--- src/rtl/glyph_row_renderer.sv ---
// Reads one row of a 5x6 digit glyph from the ROM and streams it out MSB-first as
// magnified pixels, followed by blank gap columns.
module glyph_row_renderer #(
  parameter int SCALE_LOG2 = 2,
  parameter int GAP        = 1
) (
  input  logic       clk,
  input  logic       rst_n,
  input  logic       pix_en,
  input  logic       start,
  input  logic [5:0] line_in_cell,
  output logic [2:0] row_sel,
  input  logic [4:0] code_in,
  output logic       pix_on,
  output logic       pix_valid,
  output logic       busy,
  output logic       done
);

  // A zero-width tick counter is not legal, so SCALE_LOG2=0 keeps one bit pinned at 0.
  localparam int             SW       = (SCALE_LOG2 > 0) ? SCALE_LOG2 : 1;
  localparam logic [SW-1:0]  SC_MAX   = SW'((1 << SCALE_LOG2) - 1);
  localparam logic [2:0]     GAP_LAST = 3'((GAP > 0) ? GAP - 1 : 0);

  typedef enum logic [1:0] {
    S_IDLE,
    S_FETCH,
    S_SHIFT,
    S_GAP
  } state_t;

  state_t        state, state_nx;
  logic [SW-1:0] sc, sc_nx;
  logic [2:0]    col, col_nx;
  logic [4:0]    shreg, shreg_nx;
  logic          blank, blank_nx;
  logic [2:0]    row_sel_nx;
  logic          pix_on_nx, pix_valid_nx, busy_nx, done_nx;

  logic [5:0]    row;
  logic          sc_wrap, shift_end, gap_end, render_end;

  assign row        = line_in_cell >> SCALE_LOG2;
  assign sc_wrap    = pix_en && (sc == SC_MAX);
  assign shift_end  = (state == S_SHIFT) && sc_wrap && (col == 3'd4);
  assign gap_end    = (state == S_GAP) && sc_wrap && (col == GAP_LAST);
  assign render_end = (shift_end && (GAP == 0)) || gap_end;

  always_ff @(posedge clk or negedge rst_n) begin
    if (!rst_n) begin
      state     <= S_IDLE;
      sc        <= '0;
      col       <= '0;
      shreg     <= '0;
      blank     <= 1'b0;
      row_sel   <= '0;
      pix_on    <= 1'b0;
      pix_valid <= 1'b0;
      busy      <= 1'b0;
      done      <= 1'b0;
    end else begin
      state     <= state_nx;
      sc        <= sc_nx;
      col       <= col_nx;
      shreg     <= shreg_nx;
      blank     <= blank_nx;
      row_sel   <= row_sel_nx;
      pix_on    <= pix_on_nx;
      pix_valid <= pix_valid_nx;
      busy      <= busy_nx;
      done      <= done_nx;
    end
  end

  always_comb begin
    state_nx = state;
    case (state)
      S_IDLE:  if (start) state_nx = S_FETCH;
      S_FETCH: state_nx = S_SHIFT;
      S_SHIFT: if (shift_end) state_nx = (GAP == 0) ? S_IDLE : S_GAP;
      S_GAP:   if (gap_end) state_nx = S_IDLE;
      default: state_nx = S_IDLE;
    endcase
  end

  // pix_on is loaded with what shreg[4] will be after the edge, so it tracks the MSB
  // without an extra cycle of latency.
  always_comb begin
    sc_nx        = sc;
    col_nx       = col;
    shreg_nx     = shreg;
    blank_nx     = blank;
    row_sel_nx   = row_sel;
    pix_on_nx    = pix_on;
    pix_valid_nx = pix_valid;
    busy_nx      = busy;
    done_nx      = 1'b0;

    case (state)
      S_IDLE: begin
        if (start) begin
          busy_nx = 1'b1;
          sc_nx   = '0;
          col_nx  = '0;
          if (row <= 6'd5) begin
            row_sel_nx = row[2:0];
            blank_nx   = 1'b0;
          end else begin
            row_sel_nx = 3'b111;
            blank_nx   = 1'b1;
          end
        end
      end
      S_FETCH: begin
        shreg_nx     = blank ? 5'd0 : code_in;
        pix_on_nx    = blank ? 1'b0 : code_in[4];
        pix_valid_nx = 1'b1;
      end
      S_SHIFT: begin
        if (pix_en) begin
          sc_nx = sc_wrap ? '0 : sc + SW'(1);
          if (sc_wrap) begin
            shreg_nx  = {shreg[3:0], 1'b0};
            pix_on_nx = shreg[3];
            col_nx    = col + 3'd1;
            if (col == 3'd4) begin
              col_nx    = '0;
              pix_on_nx = 1'b0;
            end
          end
        end
      end
      S_GAP: begin
        if (pix_en) begin
          sc_nx = sc_wrap ? '0 : sc + SW'(1);
          if (sc_wrap) col_nx = col + 3'd1;
        end
      end
      default: ;
    endcase

    if (render_end) begin
      sc_nx        = '0;
      col_nx       = '0;
      shreg_nx     = '0;
      pix_on_nx    = 1'b0;
      pix_valid_nx = 1'b0;
      busy_nx      = 1'b0;
      done_nx      = 1'b1;
    end
  end

endmodule

--- config.mk ---
export PLATFORM = sky130hd
export DESIGN_NAME = glyph_row_renderer
export DESIGN_NICKNAME = d
export VERILOG_FILES = /design/src/rtl/glyph_row_renderer.sv
export SDC_FILE = /design/constraint.sdc
export NUM_CORES = 1
export LEC_CHECK = 0
export BUFFER_PORTS_ARGS = -buffer_cell sky130_fd_sc_hd__buf_2
export CORE_ASPECT_RATIO = 0.8
export CORE_UTILIZATION = 38
export DETAILED_ROUTE_END_ITERATION = 12
export GPL_ROUTABILITY_DRIVEN = 0
export PLACE_DENSITY_LB_ADDON = 0.3
export SYNTH_ARGS = -nofsm -noshare
export SYNTH_HDL_FRONTEND = slang
export SYNTH_SLANG_ARGS = --single-unit
--- constraint.sdc ---
create_clock -name clk -period 1.9 [get_ports clk]
set_clock_uncertainty 0.05 [all_clocks]
set_input_delay 0.38 -clock clk [delete_from_list [all_inputs] [get_ports clk]]
set_output_delay 0.38 -clock clk [all_outputs]
set_load 0.005 [all_outputs]
* Word-level counts from Yosys, hierarchy flattened
Index checks and enable logic that the tools add are counted.
** Cells by class
- $lt $le $gt $ge :: 1
- Muxes and demuxes :: 36
- Equal/unequal tests :: 14
- Reduce and logical (&&, ||, !) cells :: 20
- Add/subtract/negate cells :: 2
** Operators with widths (count)
- 3-bit two-way mux :: 8
- 4-bit two-way mux :: 4
- 3-bit != test (second input constant) :: 5
- 2-bit two-way mux :: 7
- 1-bit two-way mux :: 12
- 3-bit one-hot mux with 3 select lines :: 1
- 3-bit AND reduction :: 3
- 2-bit one-hot mux with 4 select lines :: 1
- 4-bit one-hot mux with 2 select lines :: 1
- 2-bit equality test (second input constant) :: 3
- 2-bit != test (second input constant) :: 3
- 6-bit AND reduction :: 1
- 2-bit nonzero test :: 3
- 3-bit nonzero test :: 2
- 1-bit logical AND :: 5
- 4-bit by 3-bit <= comparator with 1-bit output (second input constant) :: 1
- 2-bit one-hot mux with 2 select lines :: 1
- 2-bit AND reduction :: 2
- 4-bit nonzero test :: 1
- 3-bit by 1-bit adder with 3-bit output (second input constant) :: 1
- 3-bit equality test (second input constant) :: 1
- 3-bit logical NOT :: 1
- 3-bit by 1-bit != test with 1-bit output (second input constant) :: 1
- 2-bit by 1-bit adder with 2-bit output (second input constant) :: 1
- other kinds (4) :: 4
** Storage, ports and cells
- Logic and storage cells :: 83
- Register bits :: 19
- Output and inout bits :: 7
- Input port bits :: 15

* Logic depth before layout (Yosys ltp)
- Depth in word-level cells :: 6
- Mapped depth :: 8
- Mapped depth without buffers :: 7

* Worst setup path before layout
Ideal clock, no wire load.
- Path type :: register to register
- From :: reg col[0]
- To :: reg col[0]
- Clock period less this slack :: 1968 ps
- Buffers on the path :: 1
- Cell stages (with the launch flop) :: 8
- Library setup time :: 125 ps
- Slack :: -68 ps
- Required time :: 1725 ps
- Arrival :: 1793 ps
- Cell sequence :: dfrtp_1 -> inv_1 -> ha_1 -> nand3_1 -> or3b_1 -> buf_6 -> a211o_1 -> mux2_4
** Between the ends
- Cells in the longest elaborated chain, start to end :: 6
- Elaborated cells between the ends (all ways) :: 18
- Those cells by class :: add/sub (1); eq/ne (6); mux (7); reduce/logical (4)
** Ends and longest elaborated chain
- from (decl) :: line 34 : logic [2:0] col, col_nx;
- from (signal assigned) :: line 64 : col <= col_nx;
- 3-bit by 1-bit adder with 3-bit output or 3-bit equality test (tied branches) :: line 125, 136, 126
- 3-bit two-way mux :: line 126 : if (col == 3'd4) begin
- 3-bit two-way mux :: line 122 : if (sc_wrap) begin
- 3-bit two-way mux :: line 120 : if (pix_en) begin
- 3-bit one-hot mux with 3 select lines :: line 99 : case (state)
- 3-bit two-way mux :: line 142 : if (render_end) begin
Several ways; a longest one is shown, not always the timed one. The select of a mux whose other input is x is not followed.
A chain may end at the register's enable or synchronous reset.

* Final worst setup path
- From :: reg col[1]
- To :: reg col[0]
** Between the ends
- Cells in the longest elaborated chain, start to end :: 6
- Elaborated cells between the ends (all ways) :: 15
- Those cells by class :: eq/ne (6); mux (5); reduce/logical (4)
** Ends and longest elaborated chain (line)
- 3-bit equality test :: 126
- 3-bit two-way mux :: 126
- 3-bit two-way mux :: 122
- 3-bit two-way mux :: 120
- 3-bit one-hot mux with 3 select lines :: 99
- 3-bit two-way mux :: 142
Several ways; a longest one is shown, not always the timed one. The select of a mux whose other input is x is not followed.

==> results.env <==
OUTCOME='finished with violations'
VIOLATIONS='hold timing, setup timing'
SETUP_REPAIR_AFTER_GLOBAL_ROUTING_MISSED_ITS_MARGIN='yes'
ANTENNA_VIOLATING_NETS_POST_ROUTE=0
DETAILED_PLACE_HPWL_MM=1.80
TRITONROUTE_PASS_1_ITERS=4
WORST_MAX_SLEW_PIN_SLEW_NS=0.473
PATH_CELLS='inv_1, ha_2, nand3_2, or3b_4, a211o_1, mux2_4'
P_TOTAL_mW=2.11
CORE_MM2=0.00279
YOSYS_MOST_USED_DFF='sky130_fd_sc_hd__dfrtp_1'
PERIOD_NEEDED_NS=1.94
DIEAREA_MM2=0.00318
GRT_START_MAX_NET_PINS=20
POWER.SWITCHING_FRACTION_PCT=38.5
SYNTH_TOP_FAMILY_BY_AREA='simple AND/OR/NAND/NOR gates'
GLOBAL_ROUTE.OVERFLOW_TOTAL=0
CRITICAL_PATH_BUF_INV_COUNT=1
FINAL_AREA_MM2=0.00144
FINALWIRELENGTH_MM=2.42
DETAILED_PLACE.AREA_MM2=0.00134
WORST-R2R-CELL-COUNT=6
GRT_UTIL_ALL_LAYERS_PCT=17.5
TIMING.SETUP.CRITICAL_PATH_CLASS='flop to flop'
FIN_CRIT_SH_PCT=102
CTSROOTBUFFERMASTER='sky130_fd_sc_hd__clkbuf_8'
ROUTE.DETAILED.DRC=0
SYNTH_TOP_CELL_AREA_SHARE_PCT=42.3
FLOORPLAN.ROWS=17
IRDROPWORSTVDD_uV=605
SYNTH_FA_HA_AREA_SHARE_PCT=8.91
CLOCK_SINK_COUNT=19
HOLDWS_NS=-0.00883
INITIAL_ANTENNA_VIOLATION_COUNT=0
POST_SYNTH_AND_OR_NAND_NOR_AREA_FRACTION_PCT=18.7
SEQ_AREA_UM2=477
DIE_X_UM=62.8
CRIT_SLOWEST_CELL='sky130_fd_sc_hd__or3b_4'
TIMING.CRITICAL_PATH.REQUIRED_NS=2.00
WORST_R2R_ENDPOINT='col[0]'
GRT_FIRST_PASS_WIRELENGTH_MM=4.20
P_INT_mW=1.30
AVGROUTEDWIREPERCELL_UM=12.9
CRITPATHLAUNCHTYPE='flop'
LARGEST_INCREMENTAL_DELAY_ON_THE_CRITICAL_PATH_NS=0.40
MAXCLOCKFREQUENCY_MHz=515
INITIAL_UTILIZATION_PCT=40.3
FINAL_SETUP_VIOLATION_COUNT=2
FINALHOLDVIOLATIONS=8
WORSTREG2REGSTART='col[1]'
POST_SYNTHESIS_MUX_AREA_SHARE_PCT=8.69
NETSWITCHINGPOWER_uW=813
PLACEMENT.IO_BUFFERS=19
HP-CLASS='input port to asynchronous set/reset pin'
NUMBER_OF_TOP_LEVEL_PINS=22
SYN-MEAN-INSTANCE-AREA_UM2=9.69
WORST-PATH-MAX-FANOUT=3
CRIT_CELLS=6
SYNTH_EDF_COUNT=0
CTS-HOLD-FIX-BUFFERS=0
YOSYSWARNINGCOUNT=0
POWER.LEAKAGE_nW=0.666
YS_FF_LATCH=19
SYNTHESIS.AREA_MM2=0.00112
DRIVE_ABOVE_1_SHARE_PCT=34.0
SYNTH-COMPOUND-AREA-SHARE_PCT=16.4
SLEW_VIOL_FINAL=0
CLK_PIN_SLEW_WORST_SETUP_HOLD_PATHS_NS=0.08
POSTLAYOUTCOREUTIL_PCT=51.5
POWER_PER_CELL_AREA_mW_PER_MM2=1470
DIE_H_UM=50.6
ROUTED-VIA-COUNT=973
CRIT_FAMILY='simple AND/OR/NAND/NOR gates'
MAPPEDNETLISTNETS=139
CTS_TREE='yes'
CP.ARRIVAL_NS=2.04
POWER.CLOCK.FRACTION_PCT=13.9
NFILLCELLS=285
DRV_CAP=0
SHARE_COMB_OF_TOTAL_POWER_PCT=55.0
SYN_INST=116
SYNTH.YOSYS.SEQ_AREA_SHARE_PCT=42.3
REG2REG_SETUP_SLACK_NS=-0.04
CTS_MAX_LEVEL=1
LAYOUT-AREA-OVERHEAD-VS-SYNTH_PCT=27.8
WORST_SKEW_PAIR.LATE_LATENCY_NS=0.27
SYNTH_TOP_CELLS_BY_AREA='sky130_fd_sc_hd__dfrtp_1 42%, sky130_fd_sc_hd__ha_1 8.9%, sky130_fd_sc_hd__nor2_1 6.0%'
GRT_PASS1_VIAS=890
VIAS_PER_CELL=5.18
CLOCKBUFFERDEPTH=2
SYNTH-XOR-AREA-SHARE_PCT=0
END_KIND='flop'
PWR-SHARE-SEQ_PCT=31.1
YOSYSTOPAREACELL='sky130_fd_sc_hd__dfrtp_1'
DIODES=0
FINAL_NET_COUNT=174
MULTI_INPUT_COMB_AREA_UM2=614
YOSYS.CELL_TYPES.COUNT=37
POSTLAYOUTSETUPSLACKWORST_NS=-0.0412
POSTSYNTH.ASYNCRESETSHARE_PCT=100
FIRST_ITER_VIOLATIONS=45
CTS-BUFFERS-INSERTED=3
TIMING.MAX_SLEW.REL_SLACK_PCT=68.4
## sequential cells by signal, indices dropped and copies added (netlist names)
register / cells
done: 1
sc: 2
blank: 1
busy: 1
pix_on: 1
shreg: 4
pix_valid: 1
row_sel: 3
state: 2
col: 3
## power by group through the flow
stage,combinational [mW],clock (mW),sequential [mW]
2_1_floorplan,0.742,0,0.650
3_3_place_gp,1.08,0,0.644
3_5_place_dp,1.11,0,0.656
4_1_cts,1.12,0.307,0.649
5_1_grt,1.30,0.316,0.678
6_report,1.16,0.294,0.658
## stage by stage
step | std cells | setup TNS, ns | hold WS [ns] | setup slack, ns
after global placement | 180 | -0.0361 | 0.301 | -0.0251
final | 188 | -0.0433 | -0.00883 | -0.0412
after CTS | 184 | -0.0196 | 0.00412 | -0.0196
after floorplan | 116 | -0.106 | 0.0344 | -0.0662
after global routing | 188 | -0.286 | 0.0273 | -0.0935
after detailed placement | 180 | -0.128 | 0.300 | -0.0526
## worst max path at each step
stage | startpoint | end | slack (ns)
2_1_floorplan | col[0] | col[0] | -0.07
3_3_place_gp | col[1] | col[0] | -0.03
3_5_place_dp | col[1] | col[0] | -0.05
4_1_cts | col[1] | col[0] | -0.02
5_1_grt | col[1] | col[0] | -0.09
6_report | col[1] | col[0] | -0.04
## logic make-up after synthesis
group / Yosys count
DFF: 19
adders and majority gates: 8
and+or+nand+nor: 42
buffers and inverters: 13
AOI/OAI and AO/OA: 25
muxes: 9
## placed cells by master (no fill, tap or decap), types with 2 or more instances in the layout
cell | synthesis | final
sky130_fd_sc_hd__a21oi_1 | 5 | 5
sky130_fd_sc_hd__a22o_1 | 2 | 2
sky130_fd_sc_hd__a31oi_1 | 2 | 2
sky130_fd_sc_hd__and2_1 | 2 | 2
sky130_fd_sc_hd__buf_2 | 0 | 19
sky130_fd_sc_hd__buf_4 | 0 | 17
sky130_fd_sc_hd__clkbuf_8 | 0 | 3
sky130_fd_sc_hd__dfrtp_1 | 19 | 18
sky130_fd_sc_hd__ha_1 | 8 | 6
sky130_fd_sc_hd__inv_1 | 6 | 6
sky130_fd_sc_hd__mux2i_1 | 6 | 6
sky130_fd_sc_hd__nand2_1 | 7 | 7
sky130_fd_sc_hd__nand2b_1 | 2 | 2
sky130_fd_sc_hd__nand4_1 | 3 | 3
sky130_fd_sc_hd__nor2_1 | 18 | 18
sky130_fd_sc_hd__nor2b_1 | 2 | 2
sky130_fd_sc_hd__nor3_1 | 2 | 2
sky130_fd_sc_hd__o21ai_0 | 2 | 2
sky130_fd_sc_hd__o221ai_1 | 3 | 3
sky130_fd_sc_hd__o32ai_1 | 2 | 2
sky130_fd_sc_hd__or3b_2 | 2 | 2
## what timing repair did
action                     CTS  global route
setup buffers                0             4
pin swaps                    1             5
setup endpoints to repair    5             5
resized for setup            3             2
## routing by layer
metal	global-route usage, %	wire length, um
met4	8.91	40
met2	26.1	1080
met3	4.77	119
met1	23.3	1190
met5	0	0
## cell type report
type | count | area share, %
Multi-Input combinational cell | 84 | 42.8
Sequential cell | 19 | 33.2
Timing Repair Buffer | 36 | 15.5
Tap cell | 38 | 3.31
Clock buffer | 3 | 2.87
Inverter | 7 | 2.00
Clock inverter | 1 | 0.348
## worst register-to-register path, stage by stage (launching register included)
cell and delay [ns]:
sky130_fd_sc_hd__dfrtp_1 0.39, sky130_fd_sc_hd__inv_1 0.08, sky130_fd_sc_hd__ha_2 0.19, sky130_fd_sc_hd__nand3_2 0.08, sky130_fd_sc_hd__or3b_4 0.40, sky130_fd_sc_hd__a211o_1 0.34, sky130_fd_sc_hd__mux2_4 0.30
## Yosys cell counts (2+ instances only)
cell type and instances:
sky130_fd_sc_hd__nand4_1 3, sky130_fd_sc_hd__inv_1 6, sky130_fd_sc_hd__a31oi_1 2, sky130_fd_sc_hd__nand2_1 7, sky130_fd_sc_hd__nor2b_1 2, sky130_fd_sc_hd__o221ai_1 3, sky130_fd_sc_hd__o32ai_1 2, sky130_fd_sc_hd__a22o_1 2
sky130_fd_sc_hd__nand2b_1 2, sky130_fd_sc_hd__nor3_1 2, sky130_fd_sc_hd__and2_1 2, sky130_fd_sc_hd__ha_1 8, sky130_fd_sc_hd__clkbuf_1 5, sky130_fd_sc_hd__a21oi_1 5, sky130_fd_sc_hd__or3b_2 2, sky130_fd_sc_hd__o21ai_0 2
sky130_fd_sc_hd__dfrtp_1 19, sky130_fd_sc_hd__mux2i_1 6, sky130_fd_sc_hd__nor2_1 18
(Power assumes the default switching activity.)
